File: src/rtl/sram_b_fifo_ctrl_if.sv
// -----------------------------------------------------------------------------
// sram_b_fifo_ctrl_if
// Bundles the two streaming handshakes, the occupancy count and the
// 1-write/1-read SRAM port of the FIFO controller.
//   master : the controller (drives in_ready, out_*, count, MEM_CE*/A*/D0/WE*)
//   slave  : the environment (producer, consumer and the SRAM macro)
// Signals:
//   in_valid/in_ready/in_data     producer stream
//   out_valid/out_ready/out_data  consumer stream
//   count                         total entries held
//   MEM_CE0/A0/D0/WE0/WEM0        SRAM write port
//   MEM_CE1/A1/Q1                 SRAM read port (Q1 one cycle after CE1)
// -----------------------------------------------------------------------------
`timescale 1ns/1ps
interface sram_b_fifo_ctrl_if #(
    parameter int ABITS = 8,
    parameter int DBITS = 8
);
    logic             in_valid;
    logic             in_ready;
    logic [DBITS-1:0] in_data;
    logic             out_valid;
    logic             out_ready;
    logic [DBITS-1:0] out_data;
    logic [ABITS+1:0] count;
    logic             MEM_CE0;
    logic [ABITS-1:0] MEM_A0;
    logic [DBITS-1:0] MEM_D0;
    logic             MEM_WE0;
    logic [DBITS-1:0] MEM_WEM0;
    logic             MEM_CE1;
    logic [ABITS-1:0] MEM_A1;
    logic [DBITS-1:0] MEM_Q1;

    modport master (
        input  in_valid, in_data, out_ready, MEM_Q1,
        output in_ready, out_valid, out_data, count,
        output MEM_CE0, MEM_A0, MEM_D0, MEM_WE0, MEM_WEM0, MEM_CE1, MEM_A1
    );

    modport slave (
        output in_valid, in_data, out_ready, MEM_Q1,
        input  in_ready, out_valid, out_data, count,
        input  MEM_CE0, MEM_A0, MEM_D0, MEM_WE0, MEM_WEM0, MEM_CE1, MEM_A1
    );
endinterface

File: src/rtl/sram_b_fifo_ctrl.sv
// -----------------------------------------------------------------------------
// sram_b_fifo_ctrl
// Streaming FIFO controller in front of a 1W/1R SRAM bank with 1-cycle read
// latency. Incoming words are written straight to SRAM; reads are issued as
// soon as the 2-entry output stage can absorb the returning data, which keeps
// full throughput while never losing a word that is already in flight.
// Ports:
//   CLK    clock, rising edge
//   rst    asynchronous active-low reset
//   clear  synchronous flush (same effect as reset, one cycle)
//   bus    stream handshakes, count and SRAM port (master side)
// -----------------------------------------------------------------------------
`timescale 1ns/1ps
module sram_b_fifo_ctrl #(
    parameter int ABITS = 8,
    parameter int DBITS = 8
) (
    input  logic CLK,
    input  logic rst,
    input  logic clear,
    sram_b_fifo_ctrl_if.master bus
);

    logic [ABITS-1:0] r_wptr;
    logic [ABITS-1:0] r_rptr;
    logic [ABITS:0]   r_mem_cnt;   // words in SRAM not yet read-issued
    logic             r_inflight;  // read issued at the last edge
    logic [1:0]       r_ocnt;      // output stage occupancy 0..2
    logic             r_head;      // output stage head slot index
    logic [DBITS-1:0] r_slot0;
    logic [DBITS-1:0] r_slot1;

    logic             w_in_ready;
    logic             w_wr;
    logic             w_pop;
    logic [2:0]       w_pending;
    logic             w_rd;
    logic             w_tail;

    // Handshake and read-issue decisions.
    always_comb begin
        w_in_ready = 1'b0;
        w_wr       = 1'b0;
        w_pop      = 1'b0;
        w_pending  = 3'd0;
        w_rd       = 1'b0;
        w_tail     = 1'b0;
        // mem_cnt never exceeds DEPTH, so its MSB set means exactly "full".
        w_in_ready = rst & ~clear & ~r_mem_cnt[ABITS];
        w_wr       = bus.in_valid & w_in_ready;
        w_pop      = (r_ocnt != 2'd0) & bus.out_ready & ~clear;
        // Output slots that will be committed after this edge if no read issues.
        w_pending  = {1'b0, r_ocnt} + {2'b00, r_inflight} - {2'b00, w_pop};
        w_rd       = (r_mem_cnt != {(ABITS+1){1'b0}}) & (w_pending < 3'd2) & ~clear;
        // Tail is the slot after the head when one entry is held, else the head.
        w_tail     = r_head ^ r_ocnt[0];
    end

    assign bus.in_ready  = w_in_ready;
    assign bus.MEM_CE0   = w_wr;
    assign bus.MEM_WE0   = w_wr;
    assign bus.MEM_A0    = r_wptr;
    assign bus.MEM_D0    = bus.in_data;
    assign bus.MEM_WEM0  = {DBITS{1'b1}};
    assign bus.MEM_CE1   = w_rd;
    assign bus.MEM_A1    = r_rptr;
    assign bus.out_valid = (r_ocnt != 2'd0);
    assign bus.out_data  = r_head ? r_slot1 : r_slot0;
    assign bus.count     = {1'b0, r_mem_cnt}
                         + {{(ABITS+1){1'b0}}, r_inflight}
                         + {{ABITS{1'b0}}, r_ocnt};

    // Pointers, SRAM occupancy, in-flight flag and output stage bookkeeping.
    always_ff @(posedge CLK or negedge rst) begin
        if (!rst) begin
            r_wptr     <= {ABITS{1'b0}};
            r_rptr     <= {ABITS{1'b0}};
            r_mem_cnt  <= {(ABITS+1){1'b0}};
            r_inflight <= 1'b0;
            r_ocnt     <= 2'd0;
            r_head     <= 1'b0;
        end else if (clear) begin
            r_wptr     <= {ABITS{1'b0}};
            r_rptr     <= {ABITS{1'b0}};
            r_mem_cnt  <= {(ABITS+1){1'b0}};
            r_inflight <= 1'b0;
            r_ocnt     <= 2'd0;
            r_head     <= 1'b0;
        end else begin
            r_wptr     <= r_wptr + {{(ABITS-1){1'b0}}, w_wr};
            r_rptr     <= r_rptr + {{(ABITS-1){1'b0}}, w_rd};
            r_mem_cnt  <= r_mem_cnt + {{ABITS{1'b0}}, w_wr} - {{ABITS{1'b0}}, w_rd};
            r_inflight <= w_rd;
            // Capture and pop in the same cycle both apply.
            r_ocnt     <= r_ocnt + {1'b0, r_inflight} - {1'b0, w_pop};
            if (w_pop) begin
                r_head <= ~r_head;
            end else begin
                r_head <= r_head;
            end
        end
    end

    // Output stage data slots; Q1 lands in the tail slot the edge after a read.
    always_ff @(posedge CLK or negedge rst) begin
        if (!rst) begin
            r_slot0 <= {DBITS{1'b0}};
            r_slot1 <= {DBITS{1'b0}};
        end else if (clear) begin
            // Dropping the in-flight word is done by clearing r_inflight.
            r_slot0 <= {DBITS{1'b0}};
            r_slot1 <= {DBITS{1'b0}};
        end else if (r_inflight) begin
            if (w_tail) begin
                r_slot1 <= bus.MEM_Q1;
            end else begin
                r_slot0 <= bus.MEM_Q1;
            end
        end else begin
            r_slot0 <= r_slot0;
            r_slot1 <= r_slot1;
        end
    end

endmodule

File: src/flat_wrapper.sv
// flat-port wrapper written by rule: the top's interface ports become plain ports
module sram_b_fifo_ctrl_flat 
#(
    parameter int ABITS = 8,
    parameter int DBITS = 8
)
  (CLK, rst, clear, bus_in_valid, bus_in_data, bus_out_ready, bus_MEM_Q1, bus_in_ready, bus_out_valid, bus_out_data, bus_count, bus_MEM_CE0, bus_MEM_A0, bus_MEM_D0, bus_MEM_WE0, bus_MEM_WEM0, bus_MEM_CE1, bus_MEM_A1);
  sram_b_fifo_ctrl_if #(.ABITS(ABITS), .DBITS(DBITS)) bus_i ();
  input  logic CLK;
  input  logic rst;
  input  logic clear;
  input wire logic [$bits(bus_i.in_valid)-1:0] bus_in_valid;
  input wire logic [$bits(bus_i.in_data)-1:0] bus_in_data;
  input wire logic [$bits(bus_i.out_ready)-1:0] bus_out_ready;
  input wire logic [$bits(bus_i.MEM_Q1)-1:0] bus_MEM_Q1;
  output wire logic [$bits(bus_i.in_ready)-1:0] bus_in_ready;
  output wire logic [$bits(bus_i.out_valid)-1:0] bus_out_valid;
  output wire logic [$bits(bus_i.out_data)-1:0] bus_out_data;
  output wire logic [$bits(bus_i.count)-1:0] bus_count;
  output wire logic [$bits(bus_i.MEM_CE0)-1:0] bus_MEM_CE0;
  output wire logic [$bits(bus_i.MEM_A0)-1:0] bus_MEM_A0;
  output wire logic [$bits(bus_i.MEM_D0)-1:0] bus_MEM_D0;
  output wire logic [$bits(bus_i.MEM_WE0)-1:0] bus_MEM_WE0;
  output wire logic [$bits(bus_i.MEM_WEM0)-1:0] bus_MEM_WEM0;
  output wire logic [$bits(bus_i.MEM_CE1)-1:0] bus_MEM_CE1;
  output wire logic [$bits(bus_i.MEM_A1)-1:0] bus_MEM_A1;
  assign bus_i.in_valid = bus_in_valid;
  assign bus_i.in_data = bus_in_data;
  assign bus_i.out_ready = bus_out_ready;
  assign bus_i.MEM_Q1 = bus_MEM_Q1;
  assign bus_in_ready = bus_i.in_ready;
  assign bus_out_valid = bus_i.out_valid;
  assign bus_out_data = bus_i.out_data;
  assign bus_count = bus_i.count;
  assign bus_MEM_CE0 = bus_i.MEM_CE0;
  assign bus_MEM_A0 = bus_i.MEM_A0;
  assign bus_MEM_D0 = bus_i.MEM_D0;
  assign bus_MEM_WE0 = bus_i.MEM_WE0;
  assign bus_MEM_WEM0 = bus_i.MEM_WEM0;
  assign bus_MEM_CE1 = bus_i.MEM_CE1;
  assign bus_MEM_A1 = bus_i.MEM_A1;
  sram_b_fifo_ctrl #(.ABITS(ABITS), .DBITS(DBITS)) u_core (.CLK(CLK), .rst(rst), .clear(clear), .bus(bus_i));
endmodule
File: config.mk
export PLATFORM = sky130hd
export DESIGN_NAME = sram_b_fifo_ctrl_flat
export DESIGN_NICKNAME = d
export VERILOG_FILES = /design/src/rtl/sram_b_fifo_ctrl_if.sv /design/src/rtl/sram_b_fifo_ctrl.sv /design/src/flat_wrapper.sv
export SDC_FILE = /design/constraint.sdc
export NUM_CORES = 1
export LEC_CHECK = 0
export ABC_AREA = 1
export CELL_PAD_IN_SITES_DETAIL_PLACEMENT = 0
export CELL_PAD_IN_SITES_GLOBAL_PLACEMENT = 1
export CORE_UTILIZATION = 35
export CTS_CLUSTER_SIZE = 14
export DETAILED_ROUTE_END_ITERATION = 8
export PLACE_DENSITY = 0.8
export SETUP_SLACK_MARGIN = 0.4
export SYNTH_ARGS = -nofsm -noshare
export SYNTH_HDL_FRONTEND = slang
export SYNTH_SLANG_ARGS = --single-unit
File: constraint.sdc
create_clock -name CLK -period 6.6 [get_ports CLK]
set_clock_uncertainty 0.15 [all_clocks]
set_input_delay 0.66 -clock CLK [delete_from_list [all_inputs] [get_ports CLK]]
set_output_delay 0.66 -clock CLK [all_outputs]
set_load 0.02 [all_outputs]
==> results of run 1 <==
final cells by class:
class	instances	area, um2	area share (%)
multi-input combinational	245	1378	39.72
sequential	45	1126	32.47
timing repair buffer	53	520.5	15.01
inverter	60	225.2	6.493
tap	102	127.6	3.680
clock buffer	5	68.82	1.984
clock inverter	3	22.52	0.6493
worst max-delay path: cells and delay by family:
family,cells,cell delay (ps)
and+or+nand+nor,4,380
adders and majority gates,3,900
buffers and inverters,6,1530
how the worst min path moves through the flow:
stage,startpoint,end,slack [ps],depth (start not counted)
floorplan,rst,u_core.bus.MEM_A0[0],210,0
CTS,rst,u_core.bus.MEM_A1[6],310,2
global route,rst,u_core.bus.MEM_A1[7],340,2
global placement,u_core.r_slot0[1],u_core.r_slot0[1],340,2
detailed placement,u_core.r_slot1[3],u_core.r_slot1[3],350,2
finish,rst,u_core.bus.MEM_A0[7],290,2
through the flow:
| stage | area (um2) | total power, mW | std cells |
|---|---|---|---|
| after floorplan | 2918 | 0.9371 | 375 |
| after global placement | 3377 | 1.165 | 505 |
| after detailed placement | 3377 | 1.178 | 505 |
| after CTS | 3468 | 1.363 | 513 |
| after global routing | 3468 | 1.474 | 513 |
| final | 3468 | 1.342 | 513 |
flip-flops by register name, indices dropped and copies added, names as in the netlist:
name,flops
u_core.r_mem_cnt,9
u_core.bus.MEM_A0,8
u_core.bus.MEM_A1,8
u_core.r_slot0,8
u_core.r_slot1,8
u_core.r_ocnt,2
u_core.r_head,1
u_core.r_inflight,1
cells in the final DEF, fill, tap and decap left out, types with 3 or more instances in the layout:
| cell | synthesis | routed |
|---|---|---|
| clkbuf_8 | 0 | 5 |
| o21ai_0 | 19 | 19 |
| nand2_2 | 3 | 3 |
| inv_1 | 59 | 59 |
| nand2_1 | 78 | 78 |
| conb_1 | 1 | 8 |
| clkdlybuf4s50_1 | 0 | 50 |
| xor2_1 | 7 | 7 |
| a21oi_1 | 16 | 16 |
| o21ai_1 | 6 | 6 |
| nor2_1 | 49 | 49 |
| ha_1 | 24 | 24 |
| nand3_1 | 19 | 19 |
| dfrtp_1 | 45 | 45 |
| fa_1 | 4 | 4 |
cells by family (layout without fill, tap and decap cells):
group                    after synthesis  in the layout  synth area share [%]
AO/OA/AOI/OAI                         45             45                 8.525
XOR/XNOR                               9              9                 2.986
adder cells (fa/ha/maj)               28             28                 13.15
buffers and inverters                 85            121                 14.32
flip-flops                            45             45                 38.94
other                                  1              8                0.1297
AND/OR/NAND/NOR                      155            155                 21.94
routing by layer:
| metal | part of all wire (%) | up-vias | wire length (um) | track usage [%] |
|---|---|---|---|---|
| met5 | 0 | - | 0 | 0 |
| met4 | 1.4 | 0 | 80 | 4.744 |
| met3 | 6.4 | 7 | 375 | 3.530 |
| met2 | 44 | 57 | 2586 | 22.30 |
| met1 | 48 | 1034 | 2821 | 19.45 |
| li1 | - | 1189 | - | - |
report_power, final:
part	total, mW	internal [mW]	switching [mW]
combinational	0.760	0.316	0.444
clock	0.177	0.0753	0.102
sequential	0.404	0.336	0.0681
==> summary.txt, run 1 <==
Layout
  • Post-layout util: 44.20%
  • Fill count: 804
  • NumNets Final: 459
  • Layout cell share with drive strength beyond 1: 5.109%
  • Area Growth Syn to Fin: 19.95%
  • N_diodes: 0

Worst setup path
  • Worst path slowest cell: clkdlybuf4s50_1
  • Setup Crit Path Kind: input port to primary output
  • Startpoint types: input port
  • Most common cell on crit path: inv_1
  • RR Endpoint: u_core.r_mem_cnt[8]
  • Worst path required time: 5790 ps
  • CP endpoint kind: primary output
  • Worst Path Arrival: 3480 ps
  • Worst setup path startpoint: clear
  • Worst-path cell chain: clkdlybuf4s50_1, buf_4, nor2_1, ha_1, inv_1, ha_1, inv_1, fa_1, nand3_1, nor2_1, nand2_1, inv_1, clkdlybuf4s50_1
  • Worst setup path endpoint: bus_MEM_CE1
  • Slowest stage delay, CP: 630 ps
  • Worst r2r src: u_core.r_ocnt[1]
  • R2R cell count: 23
  • Max FO, Critical Path: 19
  • Flop2flop setup slack: 2880 ps

Timing
  • Max Slew Vio Count: 0
  • Rel. slew slack: 59.61%
  • RSZ-0062 raised after global routing: false
  • Final hold slack: 289.7 ps
  • Crit path time final: 4288 ps
  • Tcrit/Tclk final: 64.98%
  • Final setup viols: 0
  • TNS Setup: 0 ps
  • Setup ws final: 2312 ps
  • Hold Fails Final Rpt: 0
  • Highest Clock Rate: 233.2 MHz
  • Worst-margin pin slew: 605.8 ps

Clock tree
  • Clock sinks: 45
  • Setup bufs post-CTS: 0
  • Clock Latency Late Sink: 300 ps
  • CTS Buf Count: 5
  • Post-CTS Resized: 0
  • CTS clk-pin slew, worst paths: 90 ps
  • Clk buf depth: 2
  • H-tree levels: 2
  • CTS tree: yes
  • Quantity of hold-fixing buffers added after cts: 0
  • CTS root buf: clkbuf_8

Synth
  • Yosys warnings: 0
  • Synth top area cells: dfrtp_1 (39%), ha_1 (10%), nand2_1 (10%)
  • Asr flop ratio synth: 100.0%
  • Unique cell type count in the Yosys netlist: 29
  • Post-synth EDFFs: 0
  • Synth area leader: dfrtp_1
  • Register bit total from synthesis: 45
  • Syn Area/Cell: 7.857 um2
  • Top-area cell type share of the netlist area: 38.94%
  • Instance count of the mapped netlist: 368
  • Main synth FF type: dfrtp_1
  • Most common cell in the netlist: nand2_1
  • Top post-synthesis cells by count: nand2_1 (78), inv_1 (59), nor2_1 (49)
  • Sequential element share of the synthesized area: 38.94%
  • Post-synthesis cell area: 2892 um2

Detailed routing
  • Routed wire per std cell: 11.43 um
  • Post-DRT Antenna Nets: 0
  • DR DRC count: 0
  • Iteration-0 DRC count of the detailed router: 110
  • DRT Wirelength: 5.864 mm
  • Via count: 2287
  • Pre-Repair DR Iteration Count: 4
  • Vias per cell: 4.458

Hold path
  • Worst Hold Class: input port to async pin

Floorplanning
  • Core outline area: 7848 um2
  • Die area: 8629 um2
  • IO Pins: 76
  • Initial Utilization: 36.85%
  • Die height: 92.89 um
  • Die width: 92.89 um
  • Core Rows: 32

Pwr
  • Maximum VDD drop: 0.1202 mV
  • Leakage: 1.744 nW
  • Pwr Density: 386.9 nW/um2

Placed design
  • Post-Place Worst Slack: 2241 ps
  • IO buf count: 51
  • DP HPWL: 4.209 mm
  • Gpl congestion: 0.7630

Global route
  • Global-route wire length before repair: 9.846 mm
  • Number of antenna violations at the first check in global routing: 0
  • Vias in the first global route: 2133
  • Pin count of the biggest net entering global routing: 47
  • Total GRT Usage: 14.34%
  • Congestion Overflow GR: 0

Flow run
  • Max-Cap Viols: 0

Outcome
  • Status: completed
No activity file was read; power rests on OpenSTA's default activity.
==> run 2: changes to the inputs <==
--- a/config.mk
+++ b/config.mk
@@ -8,10 +8,10 @@
 export ABC_AREA = 1
 export CELL_PAD_IN_SITES_DETAIL_PLACEMENT = 0
 export CELL_PAD_IN_SITES_GLOBAL_PLACEMENT = 1
-export CORE_UTILIZATION = 35
+export CORE_UTILIZATION = 32
 export CTS_CLUSTER_SIZE = 14
 export DETAILED_ROUTE_END_ITERATION = 8
-export PLACE_DENSITY = 0.8
+export PLACE_DENSITY = 0.77
 export SETUP_SLACK_MARGIN = 0.4
 export SYNTH_ARGS = -nofsm -noshare
 export SYNTH_HDL_FRONTEND = slang
==> constraint.sdc (replaced) <==
create_clock -name CLK -period 3.7 [get_ports CLK]
set_clock_uncertainty 0.15 [all_clocks]
set_input_delay 0.37 -clock CLK [delete_from_list [all_inputs] [get_ports CLK]]
set_output_delay 0.37 -clock CLK [all_outputs]
set_load 0.02 [all_outputs]
==> summary.txt, run 2 (same netlist as run 1, synthesis figures left out) <==
Outcome
  • Status: completed

Pwr
  • Maximum VDD drop: 0.2041 mV (+70%)
  • Leakage: 1.801 nW (+3.2%)
  • Pwr Density: 702.5 nW/um2 (+82%)

Worst setup path
  • R2R cell count: 22 (-4.3%)
  • Worst-path cell chain: inv_2, nand2_4, nand2_4, nor2_1, ha_1, inv_1, ha_1, inv_1, fa_1, nand3_1, nor2_1, nand2_2, nand2_2, nand2_2, ha_4, fa_2, nand2_2, nand2_2, nand3b_1, nand3_1, nand2_1, nor2_1
  • Levels on crit path: 22 (+9)
  • Most common cell on crit path: nand2_2
  • Setup Crit Path Kind: register to register
  • CP Buf/Inv Count: 3 (-3)
  • Slowest stage delay, CP: 490 ps (-140 ps)
  • Worst Path Arrival: 3300 ps (-180 ps)
  • Worst path slowest cell: fa_1
  • CP endpoint kind: register
  • Worst path required time: 3750 ps (-2040 ps)
  • Max FO, Critical Path: 3 (-16)
  • Startpoint types: register
  • CP top delay family: adder cells

Timing
  • Crit path time final: 3250 ps
  • Final hold slack: 34.19 ps (-255.5 ps)
  • Max Slew Vio Count: 0 (unchanged)
  • Hold Fails Final Rpt: 0 (unchanged)
  • Highest Clock Rate: 307.7 MHz
  • RSZ-0062 raised after global routing: true
  • TNS Setup: 0 ps (unchanged)
  • Final setup viols: 0 (unchanged)
  • Worst-margin pin slew: 627.4 ps (+21.53 ps)
  • Tcrit/Tclk final: 87.84%
  • Rel. slew slack: 58.18% (-1.4 points)

Floorplanning
  • Core Rows: 34 (+6.3%)
  • IO Pins: 76 (unchanged)
  • Initial Utilization: 33.16% (-3.7 points)
  • Die width: 97.06 um (+4.5%)
  • Die height: 97.06 um (+4.5%)
  • Die area: 9420 um2 (+9.2%)
  • Core outline area: 8721 um2 (+11%)

Layout
  • Area Growth Syn to Fin: 25.49%
  • Biggest register: u_core.r_mem_cnt
  • Most frequent cells in the layout: nand2_1 (69), inv_1 (56), clkdlybuf4s50_1 (48), nor2_1 (47), dfrtp_1 (44)
  • Fill count: 903 (+12%)
  • Multi-input logic area: 1464 um2 (+6.3%)
  • Reg area: 1127 um2 (+0.11%)
  • NumNets Final: 468 (+2.0%)
  • Commonest non-fill, non-tap cell in the layout: nand2_1
  • N_diodes: 0 (unchanged)
  • Layout cell share with drive strength beyond 1: 12.62% (+7.5 points)
  • Largest register FFs: 9 (unchanged)

Clock tree
  • CTS clk-pin slew, worst paths: 90 ps (about the same)
  • Quantity of hold-fixing buffers added after cts: 0 (unchanged)
  • CTS Buf Count: 5 (unchanged)
  • H-tree levels: 2 (unchanged)
  • Clock Latency Late Sink: 300 ps (about the same)
  • CTS root buf: clkbuf_8
  • Clk buf depth: 2 (unchanged)
  • CTS tree: yes
  • Clock sinks: 45 (unchanged)

Global route
  • Routing usage on met3: 2.806% (-0.72 points)
  • Most Crowded Layer GR: met2
  • Congestion Overflow GR: 0 (unchanged)
  • Met2 usage: 23.02% (+0.72 points)
  • Pin count of the biggest net entering global routing: 46 (-2.1%)
  • Global-route wire length before repair: 10.36 mm (+5.2%)
  • Number of antenna violations at the first check in global routing: 0 (unchanged)
  • Met1 GRT Util: 17.02% (-2.4 points)
  • Total GRT Usage: 13.53% (-0.82 points)
  • Vias in the first global route: 2308 (+8.2%)

Detailed routing
  • Iteration-0 DRC count of the detailed router: 95 (-14%)
  • DRT Wirelength: 6.091 mm (+3.9%)
  • Via count: 2302 (+0.66%)
  • Vias per cell: 4.360 (-2.2%)
  • Post-DRT Antenna Nets: 0 (unchanged)
  • Routed wire per std cell: 11.54 um (+0.92%)
  • DR DRC count: 0 (unchanged)
  • Pre-Repair DR Iteration Count: 4 (unchanged)

Hold path
  • Worst Hold Class: input port to async pin

Flow run
  • Max-Cap Viols: 0 (unchanged)

Placed design
  • IO buf count: 51 (unchanged)
  • DP HPWL: 4.412 mm (+4.8%)
  • Gpl congestion: 0.7431 (-2.6%)
==> run 2: changes by cell type in the layout (fill, tap and decap cells not counted), sizes merged <==
cell / change
dlymetal6s2s: +1
clkdlybuf4s50: -2
clkbuf: +1
buf: +9
==> run 2: routing by layer <==
metal | wire length [um] | vias up
li1 | - | 1206
met1 | 2852 | 1045
met2 | 2916 | 43
met3 | 221 | 8
met4 | 100 | 0
met5 | 0 | -
==> run 2: path summary, 6_finish.rpt <==
check,to,startpoint,slack [ps]
max,u_core.r_mem_cnt[6],u_core.r_ocnt[1],450
min in group CLK,u_core.r_slot1[5],u_core.r_slot1[5],360
min,u_core.r_slot0[0],rst,30
min reg2reg,u_core.r_slot1[5],u_core.r_slot1[5],360
max in group asynchronous,u_core.r_ocnt[1],rst,2950
max reg2reg,u_core.r_mem_cnt[6],u_core.r_ocnt[1],450
==> run 2: layout make-up <==
type	count	area share, %
clock buffers	5	1.897
clock inverters	3	0.6207
inverters	60	6.207
multi-input cells	245	40.34
flip-flops and latches	45	31.07
well taps	108	3.724
repair buffers	62	16.14
==> run 2: report_power, final <==
group	internal [mW]	switching, mW
Sequential	0.601	0.119
Clock	0.134	0.180
Combinational	0.650	0.865
Total	1.38	1.16
==> run 2: per-stage QoR <==
stage | std cells | instance area (um2) | utilization [%] | total power [mW] | setup slack [ps]
finish | 528 | 3628 | 41.61 | 2.549 | 449.8
global route | 528 | 3628 | 41.61 | 2.818 | 187.9
CTS | 525 | 3543 | 40.63 | 2.485 | 407.2
detailed placement | 513 | 3417 | 39.18 | 2.129 | 55.53
global placement | 513 | 3417 | 39.18 | 2.112 | 103.1
floorplan | 375 | 2945 | - | 1.697 | 411.7
==> run 2: timing repair <==
action / in CTS / in global routing
gates resized for setup: 3 / 20
setup endpoints to repair: 5 / 12
buffers inserted: 4 / 3
pin swaps: 2 / 4
